--- src/rtl/rk_kbd_spi.sv ---
// SPI-slave keyboard front end: receives RK86 key-matrix frames from the AVR,
// serves PPA port B/C column and modifier data, and issues keyboard resets.
`timescale 1ns/1ps
module rk_kbd_spi #(
   parameter logic [7:0]  VERSION        = 8'h86,
   parameter int unsigned TIMEOUT_CYCLES = 25000000,
   parameter int unsigned RESET_LEN      = 1023
) (
   input  logic       CLK,
   input  logic       N_RESET,
   input  logic       AVR_SCK,
   input  logic       AVR_MOSI,
   input  logic       AVR_SS,
   output logic       AVR_MISO,
   input  logic [7:0] I_ADDR,
   output logic [7:0] o_data,
   output logic [2:0] o_shift,
   output logic       RESET
);

   localparam int unsigned TO_W  = (TIMEOUT_CYCLES > 1) ? $clog2(TIMEOUT_CYCLES + 1) : 1;
   localparam int unsigned RST_W = (RESET_LEN > 1) ? $clog2(RESET_LEN + 1) : 1;
   localparam logic [TO_W-1:0]  TO_LIMIT = TO_W'(TIMEOUT_CYCLES);
   localparam logic [RST_W-1:0] RST_LOAD = RST_W'(RESET_LEN);

   typedef enum logic [1:0] {IDLE, CMD, DATA} state_t;

   state_t          state;
   logic [2:0]      sck_q;      // [0] meta, [1] synchronised, [2] previous
   logic [2:0]      ss_q;
   logic [1:0]      mosi_q;
   logic [3:0]      bit_cnt;
   logic [7:0]      rx_shift;
   logic [7:0]      tx_shift;
   logic [7:0]      cmd_q;
   logic            commit;
   logic [7:0]      rx_byte;
   logic            sck_rise;
   logic            sck_fall;
   logic            ss_fall;
   logic            ss_rise;
   logic [7:0][7:0] rows;
   logic [TO_W-1:0] to_cnt;
   logic [RST_W-1:0] rst_cnt;

   assign sck_rise = sck_q[1] & ~sck_q[2];
   assign sck_fall = ~sck_q[1] & sck_q[2];
   assign ss_fall  = ~ss_q[1] & ss_q[2];
   assign ss_rise  = ss_q[1] & ~ss_q[2];
   assign rx_byte  = {rx_shift[6:0], mosi_q[1]};
   assign AVR_MISO = tx_shift[7];

   // Two-flop synchronisers for the AVR SPI pins, plus one history flop for edges
   always_ff @(posedge CLK or negedge N_RESET) begin
      if (!N_RESET) begin
         sck_q  <= 3'b000;
         ss_q   <= 3'b111;
         mosi_q <= 2'b00;
      end else begin
         sck_q  <= {sck_q[1:0], AVR_SCK};
         ss_q   <= {ss_q[1:0], AVR_SS};
         mosi_q <= {mosi_q[0], AVR_MOSI};
      end
   end

   // Frame FSM: command byte, data byte, one-cycle commit strobe
   always_ff @(posedge CLK or negedge N_RESET) begin
      if (!N_RESET) begin
         state    <= IDLE;
         bit_cnt  <= 4'd0;
         rx_shift <= 8'hFF;
         tx_shift <= 8'h00;
         cmd_q    <= 8'h00;
         commit   <= 1'b0;
      end else begin
         commit <= 1'b0;
         case (state)
            IDLE: begin
               if (ss_fall) begin
                  state    <= CMD;
                  bit_cnt  <= 4'd0;
                  tx_shift <= VERSION;
               end
            end
            CMD, DATA: begin
               if (ss_rise) begin
                  state    <= IDLE;
                  tx_shift <= 8'h00;
               end else begin
                  if (sck_rise) begin
                     rx_shift <= rx_byte;
                     bit_cnt  <= bit_cnt + 4'd1;
                     if (state == CMD && bit_cnt == 4'd7) begin
                        cmd_q <= rx_byte;
                        state <= DATA;
                     end
                     if (state == DATA && bit_cnt == 4'd15) begin
                        commit <= 1'b1;
                        state  <= IDLE;
                     end
                  end
                  if (sck_fall) begin
                     tx_shift <= {tx_shift[6:0], 1'b0};
                  end
               end
            end
            default: state <= IDLE;
         endcase
      end
   end

   // Key matrix and modifiers: frame commits and the no-frame timeout release
   always_ff @(posedge CLK or negedge N_RESET) begin
      if (!N_RESET) begin
         rows    <= {8{8'hFF}};
         o_shift <= 3'b111;
         to_cnt  <= '0;
      end else if (commit) begin
         to_cnt <= '0;
         if (cmd_q >= 8'h01 && cmd_q <= 8'h08) begin
            rows[3'(cmd_q - 8'd1)] <= rx_shift;
         end else if (cmd_q == 8'h09) begin
            o_shift <= rx_shift[2:0];
         end else if (cmd_q == 8'h0B) begin
            rows    <= {8{8'hFF}};
            o_shift <= 3'b111;
         end
      end else if (TIMEOUT_CYCLES != 0 && to_cnt != TO_LIMIT) begin
         to_cnt <= to_cnt + TO_W'(1);
         if (to_cnt == TO_LIMIT - TO_W'(1)) begin
            rows    <= {8{8'hFF}};
            o_shift <= 3'b111;
         end
      end
   end

   // Keyboard-requested system reset pulse, retriggerable
   always_ff @(posedge CLK or negedge N_RESET) begin
      if (!N_RESET) begin
         rst_cnt <= '0;
         RESET   <= 1'b0;
      end else if (commit && cmd_q == 8'h0A && rx_shift[0]) begin
         rst_cnt <= RST_LOAD;
         RESET   <= (RESET_LEN != 0);
      end else if (rst_cnt != '0) begin
         rst_cnt <= rst_cnt - RST_W'(1);
         if (rst_cnt == RST_W'(1)) begin
            RESET <= 1'b0;
         end
      end
   end

   // Column readout: wired-AND of every row whose strobe is low
   always_comb begin
      o_data = 8'hFF;
      for (int i = 0; i < 8; i++) begin
         if (!I_ADDR[i]) begin
            o_data = o_data & rows[i];
         end
      end
   end

endmodule

--- config.mk ---
export PLATFORM = sky130hd
export DESIGN_NAME = rk_kbd_spi
export DESIGN_NICKNAME = d
export VERILOG_FILES = /design/src/rtl/rk_kbd_spi.sv
export SDC_FILE = /design/constraint.sdc
export NUM_CORES = 1
export LEC_CHECK = 0
export ABC_AREA = 1
export BUFFER_PORTS_ARGS = -buffer_cell sky130_fd_sc_hd__buf_2
export CAP_MARGIN = 20
export CORE_AREA = 2 2 184 114
export DETAILED_ROUTE_END_ITERATION = 16
export DIE_AREA = 0 0 186 116
export SLEW_MARGIN = 20
export SYNTH_ARGS = -nofsm -noshare
export SYNTH_HDL_FRONTEND = slang
export SYNTH_SLANG_ARGS = --single-unit
--- constraint.sdc ---
create_clock -name CLK -period 2.4 [get_ports CLK]
set_clock_uncertainty 0.15 [all_clocks]
set_input_delay 0 -clock CLK [delete_from_list [all_inputs] [get_ports CLK]]
set_output_delay 0 -clock CLK [all_outputs]
set_load 0.05 [all_outputs]
==> key figures <==
CTS
  – CTS buffer count: 17
  – CTS Buffer Depth: 2
  – CTS sink count: 141
  – Clock slew at reported path FFs: ~0.060 ns
  – CTS tree: yes
  – Clk root buf: clkbuf_16
  – Insertion delay to the later sink of the worst-skew pair: around 0.42 ns
  – H-tree depth: 4

Finish
  – Antenna Cells: 0
  – Filler Cell Count: roughly 1900
  – Layout area overhead: 15.9%
  – Nets: roughly 930
  – Design area: between 8000 and 9000 um2
  – Fin util: a little over two fifths
  – Share of layout cells above drive strength 1: between 20% and 30%

Setup path
  – CP arrival: approximately 2.4 ns
  – Critical Setup Path Class: reg -> reg
  – Kind of end point of the critical path: flop
  – Required time of the critical path: 2.61 ns
  – Critical Path Start: to_cnt[0]
  – Reg-to-reg startpoint: to_cnt[0]
  – Worst setup SP type: flop
  – Worst R2R Path Depth: 11
  – Crit Path Max Fanout: 23

Synthesis
  – Synth Cell Area: 7390 um2
  – Compound-Gate Fraction of Synth Area: roughly 8.4%
  – Cell variety after synth: approximately 40
  – Cells after synthesis: 860
  – Post-Synth Adder-Cell Area: 2.20%
  – Post-synthesis register bit count: about 140
  – Sequential share of the synthesized area: between 40% and 50%
  – Simple-gate share of the synthesized area: around 32%
  – Mux contribution to synthesized area: 0%
  – Top-count cell post-synth: nand2_1
  – Largest family of logic cells by synthesized area: simple AND/OR/NAND/NOR gates
  – Mapped Avg Cell Area: approximately 8.6 um2
  – Net count of the mapped netlist: 886
  – Largest cells by area after synthesis: dfstp_2, dfrtp_1, nand2_1
  – Fraction of registers with async set/reset: 100%
  – Synth top area share: ~28%
  – Post-synth EDFFs: 0
  – Synth Area in XOR/XNOR: less than 1%
  – Top FF cell, synth: dfstp_2
  – Ys Warns: 0
  – Synth top cells by count: nand2_1, nand4_1, dfstp_2
  – Synth area leader: dfstp_2

Timing
  – TNS Setup: 0 ns
  – Fmax: 455 MHz
  – Hold Fails Final Rpt: 0
  – Ratio of final minimum period to clock period: 91.6%
  – Crit path time final: between 2 and 2.5 ns
  – Slew @ Worst Pin: roughly 0.69 ns
  – Rel. slew slack: 54.1%
  – Setup violation total in the final timing report: 0
  – RSZ-0062 raised after global routing: false
  – Slew Limit Fails: 0

Floorplanning
  – Row count: 40
  – Chip width: 186 um
  – CORE AREA: between 15000 and 20000 um2
  – IO Count: 26
  – Starting Density: roughly 37%
  – Chip height: about 120 um
  – Die Area: about 22000 um2

Global routing
  – Met3 GRT Util: under 10%
  – First-pass GRT wire length: 31.4 mm
  – Largest net degree at the start of global routing: 35
  – GRT met1 Usage: 30.3%
  – Global route overflow: 0
  – Top Usage Layer GRT: met1
  – Met2 Use GR: 24.4%
  – Global Route Usage Sum: 19.0%
  – Vias in the first global route: ~5700
  – Initial antenna violation count: 0

Drt
  – Routed len/inst: ~16 um
  – Via count: between 6000 and 7000
  – Post-DRT Antenna Nets: 0
  – Initial DRC Count: 570
  – Average vias per placed instance: approximately 5
  – Pre-antenna DRT Iters: 5
  – Routed WL: 19.1 mm
  – DRC: 0

Placed design
  – Detail Placement HPWL: 13.4 mm
  – Placer congestion estimate: a little under 0.9
  – Port bufs: 25
  – DP Area: 7830 um2

Flow run
  – Max_cap viols: 0

Power and ir drop
  – Peak supply drop: ~0.00054 V
  – P per Cell Area: 752 nW/um2
  – Pleak: around 3.9 nW

Worst hold path
  – Hold Path Class: in -> reg
  – Hold Crit Start: AVR_SS
  – Worst Hold Depth: 2

Run status
  – Run status: complete, no violations
cells in the final DEF (no fill, tap or decap), types with 7 or more instances in the layout:
cell type / synthesis / routed
nand2_2: 7 / 7
nand2_4: 11 / 11
clkbuf_16: 0 / 19
inv_1: 68 / 68
o22ai_1: 29 / 29
ha_1: 13 / 13
buf_4: 2 / 27
buf_2: 3 / 24
dfstp_2: 78 / 78
nand4_1: 86 / 86
nor2_1: 68 / 68
nor3_1: 8 / 8
a21oi_1: 21 / 21
nand3_2: 7 / 7
o21ai_0: 39 / 39
nand3_1: 39 / 39
o21ai_2: 8 / 8
nand2_1: 243 / 243
dfrtp_1: 63 / 63
layout make-up:
class | instances | area [um2] | share of cell area [%]
clock inverters | 7 | 121 | 1.42
multi-input cells | 613 | 3210 | 37.5
well taps | 273 | 342 | 3.99
clock buffers | 25 | 538 | 6.28
repair buffers | 60 | 444 | 5.19
inverters | 74 | 278 | 3.24
flip-flops and latches | 141 | 3630 | 42.3
path summary, 6_finish.rpt:
kind	endpoint	slack, ns
min	ss_q[0]	0.07
max	rows[56]	0.20
min reg2reg	sck_q[1]	0.20
max in group asynchronous	rows[11]	0.98
min in group asynchronous	tx_shift[3]	0.45
max reg2reg	rows[56]	0.20
cell families (layout without fill, tap and decap cells):
| kind of cell | count (synthesis) | after routing |
|---|---|---|
| flops | 141 | 141 |
| fa+ha+maj | 13 | 13 |
| simple gates | 490 | 490 |
| xor+xnor | 4 | 4 |
| buf+inv | 106 | 166 |
| compound gates | 106 | 106 |
metal layers:
layer  up-vias  part of all wire, %
li1       3010                    -
met1      2888                   52
met2       212                   39
met3        13                  8.3
met4         0                 0.75
met5         -                    0
sequential cells by signal, indices dropped and copies added, names as in the netlist:
name / count
mosi_q: 2
rx_shift: 8
state: 2
to_cnt: 25
ss_q: 3
cmd_q: 8
rst_cnt: 10
RESET: 1
bit_cnt: 4
sck_q: 3
commit: 1
rows: 64
tx_shift: 7
o_shift: 3
critical path, cell delays in order (launching register included):
cell and delay (ns):
dfrtp_1 0.38, ha_1 0.18, nand2_2 0.11, nor2_2 0.14, nand2_1 0.08, nor2_1 0.16
nand2_2 0.10, nand2_4 0.23, buf_12 0.21, buf_4 0.17, nand4_1 0.12, nand2_1 0.10
what timing repair did:
action,4_1_cts,5_1_grt
gates resized for setup,0,0
setup buffers,0,0
hold buffers,6,0
hold endpoints to repair,82,0
through the flow:
stage                     hold slack, ns  setup WS (ns)  power (mW)  std cells
after floorplan                   -0.446          0.108        3.28        860
after global routing              0.0561         0.0479        6.78       1193
after detailed placement          -0.143          0.250        3.56       1155
final                             0.0674          0.202        6.44       1193
after global placement            -0.146          0.286        3.55       1155
after CTS                         0.0501          0.231        6.51       1193
power breakdown:
part / switching (mW) / total [mW] / leakage [nW] / internal, mW
clock: 1.03 / 2.90 / 0.312 / 1.88
combinational: 0.604 / 0.874 / 1.94 / 0.271
sequential: 0.0837 / 2.66 / 1.65 / 2.57
Power figures use the tool's default switching activity.
